**src/rtl/exe_stage_pipe.sv**
```systemverilog
// ---------------------------------------------------------------------------
// exe_stage_pipe
//
// Execute stage of a simple in-order pipeline. It selects each operand and the
// store data from the local value or from the MEM/WB forwarding paths. It runs
// the ALU and registers the result together with the pass-through control
// into the EXE/MEM pipeline register.
//
// Optional feature macro: EXE_STAGE_MUL_EN
//   defined   : command 1100 (MUL) runs on an iterative shift-add multiplier.
//               It takes WIDTH cycles, and stall is high while it runs.
//   undefined : there is no multiplier and no FSM. 1100 yields 0 with
//               latency 1, and stall is tied to 0.
//
// Parameters
//   WIDTH        datapath width (power of two, 8..64)
//   REG_ADDR_W   destination-register tag width
//
// Ports
//   clk, rst                       clock, asynchronous active-high reset
//   in_valid                       instruction presented this cycle
//   exe_cmd                        4-bit operation code
//   val1_sel/val2_sel/st_val_sel   operand source select (0/3 local,
//                                  1 alu_res_mem, 2 result_wb)
//   val1, val2, st_value_in        local operands and store data
//   alu_res_mem, result_wb         forwarded values from MEM and WB
//   dest_in, wb_en_in,
//   mem_r_en_in, mem_w_en_in       pass-through control
//   stall                          stage busy (registered)
//   out_valid                      EXE/MEM register holds a valid instruction
//   alu_result, st_value_out,
//   dest_out, wb_en_out,
//   mem_r_en_out, mem_w_en_out     registered stage outputs
// ---------------------------------------------------------------------------
module exe_stage_pipe #(
  parameter int WIDTH      = 32,
  parameter int REG_ADDR_W = 5
) (
  input  logic                  clk,
  input  logic                  rst,
  input  logic                  in_valid,
  input  logic [3:0]            exe_cmd,
  input  logic [1:0]            val1_sel,
  input  logic [1:0]            val2_sel,
  input  logic [1:0]            st_val_sel,
  input  logic [WIDTH-1:0]      val1,
  input  logic [WIDTH-1:0]      val2,
  input  logic [WIDTH-1:0]      st_value_in,
  input  logic [WIDTH-1:0]      alu_res_mem,
  input  logic [WIDTH-1:0]      result_wb,
  input  logic [REG_ADDR_W-1:0] dest_in,
  input  logic                  wb_en_in,
  input  logic                  mem_r_en_in,
  input  logic                  mem_w_en_in,
  output logic                  stall,
  output logic                  out_valid,
  output logic [WIDTH-1:0]      alu_result,
  output logic [WIDTH-1:0]      st_value_out,
  output logic [REG_ADDR_W-1:0] dest_out,
  output logic                  wb_en_out,
  output logic                  mem_r_en_out,
  output logic                  mem_w_en_out
);

  localparam int SHW = $clog2(WIDTH);

  localparam logic [3:0] CMD_ADD = 4'b0000;
  localparam logic [3:0] CMD_SUB = 4'b0010;
  localparam logic [3:0] CMD_AND = 4'b0100;
  localparam logic [3:0] CMD_OR  = 4'b0101;
  localparam logic [3:0] CMD_NOR = 4'b0110;
  localparam logic [3:0] CMD_XOR = 4'b0111;
  localparam logic [3:0] CMD_SLL = 4'b1000;
  localparam logic [3:0] CMD_SRA = 4'b1001;
  localparam logic [3:0] CMD_SRL = 4'b1010;
  localparam logic [3:0] CMD_MUL = 4'b1100;

  // Forwarding mux: codes 0 and 3 both pick the local value.
  function automatic logic [WIDTH-1:0] selOperand(
    input logic [1:0]       sel,
    input logic [WIDTH-1:0] localVal,
    input logic [WIDTH-1:0] memVal,
    input logic [WIDTH-1:0] wbVal
  );
    case (sel)
      2'd1:    return memVal;
      2'd2:    return wbVal;
      default: return localVal;
    endcase
  endfunction

  // Single-cycle ALU. MUL returns 0 here. When the multiplier is built, its
  // result comes from the iterative datapath instead.
  function automatic logic [WIDTH-1:0] aluCompute(
    input logic [3:0]       cmd,
    input logic [WIDTH-1:0] a,
    input logic [WIDTH-1:0] b
  );
    logic [SHW-1:0] shamt;
    shamt = b[SHW-1:0];
    case (cmd)
      CMD_ADD: return a + b;
      CMD_SUB: return a - b;
      CMD_AND: return a & b;
      CMD_OR:  return a | b;
      CMD_NOR: return ~(a | b);
      CMD_XOR: return a ^ b;
      CMD_SLL: return a << shamt;
      CMD_SRA: return WIDTH'($signed(a) >>> shamt);
      CMD_SRL: return a >> shamt;
      CMD_MUL: return '0;
      default: return '0;
    endcase
  endfunction

  logic [WIDTH-1:0] w_opA;
  logic [WIDTH-1:0] w_opB;
  logic [WIDTH-1:0] w_stData;
  logic [WIDTH-1:0] w_aluRes;
  logic             w_accept;
  logic             w_singleAccept;
  logic             w_mulDone;
  logic [WIDTH-1:0] w_mulResult;
  logic [WIDTH-1:0] w_doneSt;
  logic [REG_ADDR_W-1:0] w_doneDest;
  logic             w_doneWb;
  logic             w_doneMr;
  logic             w_doneMw;

  // Resolve the operands and store data from the current forwarding inputs.
  // These values matter only on the accept edge.
  always_comb begin
    w_opA    = selOperand(val1_sel, val1, alu_res_mem, result_wb);
    w_opB    = selOperand(val2_sel, val2, alu_res_mem, result_wb);
    w_stData = selOperand(st_val_sel, st_value_in, alu_res_mem, result_wb);
    w_aluRes = aluCompute(exe_cmd, w_opA, w_opB);
  end

  assign w_accept = in_valid & ~stall;

`ifdef EXE_STAGE_MUL_EN

  typedef enum logic {
    IDLE    = 1'b0,
    MUL_RUN = 1'b1
  } state_t;

  state_t           r_state;
  state_t           w_nextState;
  logic             r_stall;
  logic [SHW:0]     r_count;
  logic [WIDTH-1:0] r_mcand;
  logic [WIDTH-1:0] r_mplier;
  logic [WIDTH-1:0] r_acc;
  logic [WIDTH-1:0] w_accNext;
  logic [WIDTH-1:0] r_pendSt;
  logic [REG_ADDR_W-1:0] r_pendDest;
  logic             r_pendWb;
  logic             r_pendMr;
  logic             r_pendMw;
  logic             w_mulStart;
  logic             w_lastStep;

  assign w_mulStart     = w_accept && (exe_cmd == CMD_MUL);
  assign w_singleAccept = w_accept && (exe_cmd != CMD_MUL);
  assign w_lastStep     = (r_count == (SHW + 1)'(1));
  assign w_mulDone      = (r_state == MUL_RUN) && w_lastStep;

  // State register. The stall flag is a separate flop that tracks the next
  // state, so stall never has a combinational path from the inputs.
  always_ff @(posedge clk or posedge rst) begin
    if (rst) begin
      r_state <= IDLE;
      r_stall <= 1'b0;
    end else begin
      r_state <= w_nextState;
      r_stall <= (w_nextState == MUL_RUN);
    end
  end

  // Next-state logic. An accepted MUL enters MUL_RUN. The final multiplier
  // step (count == 1) returns to IDLE.
  always_comb begin
    w_nextState = r_state;
    case (r_state)
      IDLE:    if (w_mulStart) w_nextState = MUL_RUN;
      MUL_RUN: if (w_lastStep) w_nextState = IDLE;
      default: w_nextState = IDLE;
    endcase
  end

  assign stall = r_stall;

  // Shift-add step. If the low multiplier bit is set, the shifted multiplicand
  // is added into the running partial product.
  assign w_accNext = r_acc + (r_mplier[0] ? r_mcand : '0);

  // Multiplier datapath. The accept edge captures the resolved operands and
  // the pass-through fields. Later forwarding inputs are never looked at again.
  // Each MUL_RUN edge then consumes one multiplier bit.
  always_ff @(posedge clk or posedge rst) begin
    if (rst) begin
      r_count    <= '0;
      r_mcand    <= '0;
      r_mplier   <= '0;
      r_acc      <= '0;
      r_pendSt   <= '0;
      r_pendDest <= '0;
      r_pendWb   <= 1'b0;
      r_pendMr   <= 1'b0;
      r_pendMw   <= 1'b0;
    end else if (w_mulStart) begin
      r_count    <= (SHW + 1)'(WIDTH);
      r_mcand    <= w_opA;
      r_mplier   <= w_opB;
      r_acc      <= '0;
      r_pendSt   <= w_stData;
      r_pendDest <= dest_in;
      r_pendWb   <= wb_en_in;
      r_pendMr   <= mem_r_en_in;
      r_pendMw   <= mem_w_en_in;
    end else if (r_state == MUL_RUN) begin
      r_count  <= r_count - (SHW + 1)'(1);
      r_mcand  <= r_mcand << 1;
      r_mplier <= r_mplier >> 1;
      r_acc    <= w_accNext;
    end
  end

  assign w_mulResult = w_accNext;
  assign w_doneSt    = r_pendSt;
  assign w_doneDest  = r_pendDest;
  assign w_doneWb    = r_pendWb;
  assign w_doneMr    = r_pendMr;
  assign w_doneMw    = r_pendMw;

`else

  // No multiplier is built. Every command, 1100 included, finishes in one
  // cycle, and the stage never stalls.
  assign stall          = 1'b0;
  assign w_singleAccept = w_accept;
  assign w_mulDone      = 1'b0;
  assign w_mulResult    = '0;
  assign w_doneSt       = '0;
  assign w_doneDest     = '0;
  assign w_doneWb       = 1'b0;
  assign w_doneMr       = 1'b0;
  assign w_doneMw       = 1'b0;

`endif

  logic [WIDTH-1:0]      r_aluResult;
  logic [WIDTH-1:0]      r_stValue;
  logic [REG_ADDR_W-1:0] r_dest;
  logic                  r_outValid;
  logic                  r_wbEn;
  logic                  r_memREn;
  logic                  r_memWEn;

  // EXE/MEM register. The valid flag and the control flags default to a
  // bubble. The data fields hold unless a single-cycle instruction is accepted
  // or a multiply completes. While a multiply runs, MEM only sees bubbles.
  always_ff @(posedge clk or posedge rst) begin
    if (rst) begin
      r_aluResult <= '0;
      r_stValue   <= '0;
      r_dest      <= '0;
      r_outValid  <= 1'b0;
      r_wbEn      <= 1'b0;
      r_memREn    <= 1'b0;
      r_memWEn    <= 1'b0;
    end else begin
      r_outValid <= 1'b0;
      r_wbEn     <= 1'b0;
      r_memREn   <= 1'b0;
      r_memWEn   <= 1'b0;
      if (w_mulDone) begin
        r_aluResult <= w_mulResult;
        r_stValue   <= w_doneSt;
        r_dest      <= w_doneDest;
        r_outValid  <= 1'b1;
        r_wbEn      <= w_doneWb;
        r_memREn    <= w_doneMr;
        r_memWEn    <= w_doneMw;
      end else if (w_singleAccept) begin
        r_aluResult <= w_aluRes;
        r_stValue   <= w_stData;
        r_dest      <= dest_in;
        r_outValid  <= 1'b1;
        r_wbEn      <= wb_en_in;
        r_memREn    <= mem_r_en_in;
        r_memWEn    <= mem_w_en_in;
      end
    end
  end

  assign alu_result   = r_aluResult;
  assign st_value_out = r_stValue;
  assign dest_out     = r_dest;
  assign out_valid    = r_outValid;
  assign wb_en_out    = r_wbEn;
  assign mem_r_en_out = r_memREn;
  assign mem_w_en_out = r_memWEn;

endmodule

```
**config.mk**
```make
export PLATFORM = sky130hd
export DESIGN_NAME = exe_stage_pipe
export DESIGN_NICKNAME = d
export VERILOG_FILES = /design/src/rtl/exe_stage_pipe.sv
export SDC_FILE = /design/constraint.sdc
export NUM_CORES = 1
export LEC_CHECK = 0
export ABC_AREA = 1
export BUFFER_PORTS_ARGS = -buffer_cell sky130_fd_sc_hd__buf_2
export CELL_PAD_IN_SITES_DETAIL_PLACEMENT = 0
export CELL_PAD_IN_SITES_GLOBAL_PLACEMENT = 1
export CORE_UTILIZATION = 39
export CTS_CLUSTER_DIAMETER = 40
export DETAILED_ROUTE_END_ITERATION = 10
export PLACE_DENSITY_LB_ADDON = 0.25
export SYNTH_ARGS = -nofsm -noshare
export SYNTH_HDL_FRONTEND = slang
export SYNTH_SLANG_ARGS = --single-unit
```
**constraint.sdc**
```tcl
create_clock -name clk -period 3.3 [get_ports clk]
set_clock_uncertainty 0.1 [all_clocks]
set_input_delay 0.66 -clock clk [delete_from_list [all_inputs] [get_ports clk]]
set_output_delay 0.66 -clock clk [all_outputs]
set_load 0.02 [all_outputs]
```
## Yosys cells after proc, flatten, opt, wreduce, memory -nomap -nowiden

Cells that the tools add are included.

| operators by class | value |
|---|---|
| add/sub/neg operators | 2 |
| multiply operators | 0 |
| divide/modulo/power cells | 0 |
| order comparisons | 0 |
| eq/ne operators | 14 |
| shift-type cells | 3 |
| mux-type cells | 8 |
| bitwise logic cells | 4 |
| reductions and logical operators | 1 |

Operators by type and width:

| cell | number |
|---|---|
| one-hot mux 32 bit (9 select lines) | 1 |
| one-hot mux 32 bit (2 select lines) | 3 |
| adder 32 bit | 1 |
| bitwise AND 32 bit | 1 |
| inverter 32 bit | 1 |
| bitwise OR 32 bit | 1 |
| left shift 32 x 5 -> 32 bit | 1 |
| right shift 32 x 5 -> 32 bit | 1 |
| >>> shifter 32 x 5 -> 32 bit | 1 |
| subtractor 32 bit | 1 |
| XOR 32 bit | 1 |
| equality test 4 x 3 -> 1 bit (second input constant) | 4 |
| equality test 4 bit (second input constant) | 3 |
| equality test 2 x 1 -> 1 bit (second input constant) | 3 |
| equality test 2 bit (second input constant) | 3 |
| equality test 4 x 2 -> 1 bit (second input constant) | 1 |
| zero test 4 bit | 1 |
| two-way mux 1 bit | 4 |

| storage, ports and cells | value |
|---|---|
| register bits | 73 |
| latch bits | 0 |
| RAM bits | 0 |
| bits in read-only memories | 0 |
| output and inout bits | 74 |
| word-level logic and storage cells | 39 |
| memories kept | 0 |

## Depth between registers and ports, before layout

Gate-level depths: netlist of the first run.

| depth | value |
|---|---|
| depth in word-level cells | 5 |
| gate-level depth with buffers | 33 |
| mapped depth without buffers | 31 |

## Least setup slack after synthesis of the first run

OpenSTA, ideal clock, no wires.

| timing | value |
|---|---|
| path type | input to register |
| from | input port val2_sel[0] |
| to | register r_aluResult[28], in the netlist alu_result[28] |
| arrival time | 3.827 ns |
| path slack | -0.744 ns |
| cell stages on the path | 31 |
| cell sequence | inv_1 ha_1 inv_2 buf_6 nand3_1 nand2_1 nand2_1 nor2_1 nand2_2 nor2_1 inv_1 nor2_1 inv_1 nor2_1 nor2_1 xor2_1 ha_1 a21oi_1 nor2_1 nor2_1 nor2_1 nor2_1 nor2_1 nor2_1 nand3_1 nand2_1 nor2_1 nor2_1 nand2_1 nand2_1 nand2_1 |

| on the way | value |
|---|---|
| cells in the longest elaborated chain, start to end | 5 |

RTL lines:

| item | RTL line | source |
|---|---|---|
| start, declared | 44 | `input logic [1:0] val2_sel,` |
| equality test 2 bit / equality test 2 x 1 -> 1 bit (equally long branches) | 85 | `case (sel)` |
| one-hot mux 32 bit (2 select lines) * | 85 |  |
| branches (longest 2 deep; another with subtractor 32 bit) | -- |  |
| one-hot mux 32 bit (9 select lines) * | 101 | `case (cmd)` |
| end signal, assigned | 279 | `r_aluResult <= w_mulResult;` |
| end signal, assigned | 287 | `r_aluResult <= w_aluRes;` |
| end, declared | 253 | `logic [WIDTH-1:0] r_aluResult;` |

Mark *: on every way between the ends.
A chain may end at the register's enable or synchronous reset.

## Worst setup path after layout of the first run

| timing | value |
|---|---|
| from | input port val2_sel[0] |
| to | register r_aluResult[29], in the netlist alu_result[29] |

The elaborated chain is that of the path after synthesis.

==> flow_summary.ini, run 1 <==
[critical_path]
path_class = primary input to flip-flop
slowest_stage = ha_1
worstSetupStartpointType = primary input
endpoint = alu_result[29]
crit_start = val2_sel[0]
crit_arrival_ns = 4.19
cp.depth = 29
path_max_fanout = 29
cp_top_family = simple AND/OR/NAND/NOR gates
r2r-start = alu_result[23]
crit_buf_inv = 8
r2r_end = alu_result[23]
reg2reg_depth = 2
crit_path_max_incr_delay_ns = 0.35
cp_common_cell = nand3_1
cp.required_ns = 3.48
r2r_setup_slack_ns = 2.48
crit_path_end_kind = flip-flop

[clock_network]
cts_max_level = 3
cts_tree = done
cts.clk_slew.worst_paths_ns = 0.07
cts.path.max_buffers = 2
cts-root-buf = clkbuf_16
cts.sinks = 73
cts_buffers = 9
clk_latency_ns = 0.39

[sta]
maxSlewViolCount = 0
tightestPinTransition_ns = 1.20
setup_ws_ns = -0.714
period_share = 1.22
max_slew_margin = 0.202
rsz0062_at_grt = yes
fin_crit_ns = 4.01
fin_setup_tns_ns = -15.57
final_hold_viol_count = 0
setup_violations = 30
fmax_ghz = 0.249

[layout]
drive_gt1_frac = 0.355
fill_cells = 3420
synthToLayoutAreaGrowth_pct = 50.8
multi_input_area_um2 = 11400
final_cell_area_um2 = 20300
final_nets = 3359
seqCellArea_um2 = 1830

[synth]
synth_edf_count = 0
synth_fp_nets = 2692
synth_warnings = 0
seq_area_frac_synth = 0.136
syn_area_um2 = 13500
ys_seq_elements = 73
syn_inst = 2402
ys_types = 50
synth.avg_cell_area_um2 = 5.60
synth-async-reset-ratio = 1.00
ys.flop_type = dfrtp_1

[detailed_routing]
vias_per_cell = 5.62
wirelength_mm = 74.5
dr.pass1.iters = 7
drc = 0
wl_per_cell_um = 21.1
drt_iter0_markers = 2335
vias = 19821
ant_nets = 0

[die]
design.core.area_um2 = 33700
die_w_um = 188
row_count = 67
start_util = 0.399
dieHeight_um = 188
dieArea_um2 = 35200
io_pins = 255

[placed_design]
port_buffers = 253
hpwl_mm = 59.2
gp_congestion = 1.04
dpl_cell_area_um2 = 18700

[power]
powerDensity_nw_per_um2 = 428
vdd_drop_max_mv = 0.334
cellLeakagePower_nw = 10.9

[outcome]
outcome = finished with violations
violations = setup timing

[min_path]
hp-class = primary input to asynchronous set/reset pin

[global_route]
track_usage = 0.414
grt_pass1_wl_mm = 111
grt_start_max_net_pins = 72
grt_pass1_vias = 18700
grt-ovfl-total = 0
antenna_found_initial = 4

[run]
timing.max_cap.violations = 0
-- worst register-to-register path, delay by kind of cell (launching register included) --
kind / cells / cell delay (ns)
DFF: 1 / 0.45
and+or+nand+nor: 2 / 0.17
-- report_power, final --
| group | leakage, nW | switching [mW] | internal, mW |
|---|---|---|---|
| clock network | 0.162 | 0.513 | 0.672 |
| logic | 9.84 | 3.78 | 2.61 |
| registers | 0.901 | 0.0915 | 1.03 |
-- cells in the mapped netlist (all sizes together), types with 2 or more instances --
cell type,n,share of area
dfrtp,73,0.14
nor3,6,0.0022
nand4,27,0.013
a21oi,143,0.053
nand3,385,0.14
o2111ai,6,0.0039
nor2,154,0.046
a21boi,3,0.0017
a22o,34,0.022
xor2,31,0.021
ha,108,0.10
nand2,902,0.26
or2,58,0.027
and2,6,0.0028
clkbuf,57,0.016
buf,65,0.028
a221oi,21,0.014
o211ai,8,0.0045
o31ai,2,0.0025
o21bai,4,0.0022
nand3b,5,0.0028
clkinv,2,0.00056
o21ai,114,0.044
inv,177,0.049
xnor2,4,0.0026
-- state kept, by name, indices dropped and copies added, names as in the netlist --
| signal | flops |
|---|---|
| mem_w_en_out | 1 |
| wb_en_out | 1 |
| st_value_out | 32 |
| mem_r_en_out | 1 |
| alu_result | 32 |
| out_valid | 1 |
| dest_out | 5 |
-- timing repair --
item,4_1_cts,5_1_grt
buffers inserted,26,11
pin swaps,54,48
gates cloned,1,1
resized for setup,126,124
setup endpoints to repair,32,31
hold buffers,0,0
-- routing by layer --
metal  routed length, um  up-vias  global-route usage  part of all wire
met5                  13        -                   0           0.00017
met4                4180        2               0.216             0.056
met3                7390      172              0.0745             0.099
met2               31700     1188               0.633              0.43
met1               31200     9199               0.553              0.42
li1                    -     9260                   -                 -
-- stage by stage --
| step | power, mW | utilization | worst slack (ns) | instances | hold slack (ns) |
|---|---|---|---|---|---|
| final | 8.69 | 0.602 | -0.714 | 3527 | 0.258 |
| after global routing | 9.19 | 0.602 | -0.958 | 3525 | 0.306 |
| after CTS | 8.18 | 0.584 | -0.624 | 3511 | 0.266 |
| after detailed placement | 6.63 | 0.554 | -1.41 | 3468 | 0.359 |
| after global placement | 6.58 | 0.554 | -1.30 | 3468 | 0.349 |
| after floorplan | 4.06 | - | -0.576 | 2402 | 0.484 |
-- logic make-up (layout without fill, tap and decap cells) --
| group | count (synthesis) | count (layout) | share of synthesized area |
|---|---|---|---|
| fa+ha+maj | 109 | 109 | 0.102 |
| xor+xnor | 35 | 35 | 0.0233 |
| simple gates | 1544 | 1544 | 0.495 |
| buf+inv | 301 | 973 | 0.0938 |
| other cells | 1 | 6 | 0.000279 |
| compound gates | 339 | 339 | 0.149 |
| flops | 73 | 73 | 0.136 |
-- layout by cell type, fill, tap and decap left out, drive strengths merged, types with 5 or more instances in the layout --
master and instances:
o211ai 8, and2 6, buf 776, xor2 31
or2 58, nor2 154, nand3b 5, nand3 385
o21ai 114, nand4 27, diode 5, a22o 34
a21oi 143, clkbuf 10, clkinv 5, o2111ai 6
ha 108, inv 179, nand2 902, a221oi 21
dfrtp 73, nor3 6
-- worst min path at each step --
stage               slack [ns]        endpoint
finish                    0.26       wb_en_out
global placement          0.35     dest_out[1]
detailed placement        0.36  alu_result[12]
floorplan                 0.48  alu_result[30]
global route              0.31       wb_en_out
CTS                       0.27       wb_en_out
-- layout make-up --
| cell class | instances | area share |
|---|---|---|
| Antenna cell | 5 | 0.000617 |
| Clock buffer | 9 | 0.0111 |
| Clock inverter | 7 | 0.00506 |
| Inverter | 179 | 0.0344 |
| Multi-Input combinational cell | 2028 | 0.562 |
| Sequential cell | 73 | 0.0900 |
| Tap cell | 448 | 0.0276 |
| Timing Repair Buffer | 778 | 0.269 |
Power figures use the tool's default switching activity.
==> inputs of run 2 (changes only) <==
--- a/config.mk
+++ b/config.mk
@@ -9,6 +9,7 @@
 export BUFFER_PORTS_ARGS = -buffer_cell sky130_fd_sc_hd__buf_2
 export CELL_PAD_IN_SITES_DETAIL_PLACEMENT = 0
 export CELL_PAD_IN_SITES_GLOBAL_PLACEMENT = 1
+export CORE_MARGIN = 1.5
 export CORE_UTILIZATION = 39
 export CTS_CLUSTER_DIAMETER = 40
 export DETAILED_ROUTE_END_ITERATION = 10
==> constraint.sdc (replaced) <==
create_clock -name clk -period 3.3 [get_ports clk]
set_clock_uncertainty 0.1 [all_clocks]
set_input_delay 0.33 -clock clk [delete_from_list [all_inputs] [get_ports clk]]
set_output_delay 0.33 -clock clk [all_outputs]
set_load 0.02 [all_outputs]
==> flow_summary.ini, run 2 (synthesis results as in run 1) <==
[layout]
synthToLayoutAreaGrowth_pct = 51.0
final_nets = 3285
fin_cells = 3450
final_common_cell = nand2_1
most-common-layout-cells = nand2_1 (797), buf_4 (395), nand3_1 (360), buf_2 (251), inv_1 (143)
drive_gt1_frac = 0.366

[clock_network]
clk_latency_ns = 0.38
cts_max_level = 3
cts.sinks = 73
cts.clk_slew.worst_paths_ns = 0.08
cts.path.max_buffers = 2
cts_tree = done
cts-root-buf = clkbuf_16
cts_buffers = 9

[global_route]
grt-ovfl-total = 0
grt_start_max_net_pins = 74
grt_pass1_vias = 18234
grt_pass1_wl_mm = 109
antenna_found_initial = 2
track_usage = 0.399

[min_path]
hp-class = primary input to flip-flop

[detailed_routing]
vias = 19413
wl_met3_mm = 7.13
topRoutingLayerUsed = met4
ant_nets = 0
drt_iter0_markers = 2343
vias_per_cell = 5.63
routed-wl-met2_mm = 31.3
wirelength_mm = 73.7
drc = 0
routedLengthMet1_mm = 30.9
wl_per_cell_um = 21.4
dr.pass1.iters = 8

[sta]
rsz0062_at_grt = yes
fin_crit_ns = 3.85
tightestPinTransition_ns = 0.874
setup_ws_ns = -0.548
setup_violations = 27
max_slew_margin = 0.417
fin_setup_tns_ns = -8.91
period_share = 1.17
fmax_ghz = 0.260
holdWs_ns = 0.0391
final_hold_viol_count = 0
maxSlewViolCount = 0

[critical_path]
crit_path_max_incr_delay_ns = 0.38
slowest_stage = ha_1
crit_path_end_kind = flip-flop
path_class = primary input to flip-flop
crit_arrival_ns = 4.02
cp.required_ns = 3.48
path_max_fanout = 5
worstSetupStartpointType = primary input
cp_common_cell = nand2_2

[power]
cellLeakagePower_nw = 10.7
powerDensity_nw_per_um2 = 437
vdd_drop_max_mv = 0.381

[die]
row_count = 67
io_pins = 255
design.core.area_um2 = 33800
start_util = 0.398
die_w_um = 189
dieHeight_um = 189
dieArea_um2 = 35600

[run]
timing.max_cap.violations = 0

[placed_design]
gp_congestion = 1.02
preCtsSetupSlack_ns = -1.02
port_buffers = 253
hpwl_mm = 57.6
placed_cells = 3362

[outcome]
outcome = finished with violations
violations = setup timing
[run 2: cell count changes in the layout (fill, tap and decap cells not counted), sizes merged]
cell         previous run  this run
clkinvlp                0         2
buf                   776       698
clkinv                  5         2
clkbuf                 10         9
bufbuf                  1         3
diode                   5         2
bufinv                  2         1
dlygate4sd3             0         1
inv                   179       183
[run 2: critical path, delay by kind of cell]
family,cells,cell delay (ns)
AOI/OAI and AO/OA,1,0.06
xor gates and xnor gates,1,0.15
and+or+nand+nor,18,2.01
buffers and inverters,8,0.73
adders and majority gates,2,0.72
[run 2: what timing repair did]
action / CTS / global route
buffers inserted: 48 / 21
hold buffers: 1 / 0
hold endpoints to repair: 23 / 0
setup endpoints to repair: 29 / 31
resized for setup: 239 / 201
gates cloned: 5 / 0
pin swaps: 111 / 148
[run 2: path summary, 6_finish.rpt]
path                                startpoint         endpoint  slack (ns)  cells after the start
worst max-delay path               val2_sel[0]   alu_result[17]       -0.55                     30
worst min-delay path                  wb_en_in        wb_en_out        0.04                      3
worst max register to register  alu_result[27]   alu_result[27]        2.48                      2
worst min register to register  alu_result[11]   alu_result[11]        0.38                      2
max in group asynchronous                  rst   alu_result[14]        1.65                      4
min in group asynchronous                  rst  st_value_out[9]        0.51                      3
[run 2: stage by stage]
step / cell area, um^2 / utilization / power [mW]
floorplan: 13600 / - / 4.00
CTS: 19300 / 0.572 / 8.11
detailed placement: 17800 / 0.526 / 6.38
finish: 20300 / 0.601 / 8.88
global placement: 17800 / 0.526 / 6.33
global route: 20300 / 0.601 / 9.37
[run 2: area by class of cell]
cell class / count / area [um^2]
Tap cell: 448 / 561
Clock buffer: 9 / 225
Timing Repair Buffer: 702 / 5030
Clock inverter: 7 / 85.1
Sequential cell: 73 / 1830
Antenna cell: 2 / 5.00
Multi-Input combinational cell: 2028 / 11900
Inverter: 179 / 701
Fill cell: 3311 / 13500
Timing Repair inverter: 2 / 15.0
[run 2: power breakdown]
group | switching, mW | total [mW] | leakage [nW] | internal, mW
clock | 0.528 | 1.13 | 0.147 | 0.603
combinational | 3.95 | 6.63 | 9.68 | 2.69
sequential | 0.0828 | 1.11 | 0.901 | 1.03
total | 4.56 | 8.88 | 10.7 | 4.32
[run 2: routing by layer]
metal  global-route usage  vias up
met4                0.199        0
met2                0.605     1091
met3               0.0721      172
met1                0.542     9048
met5                    0        -
li1                     -     9102
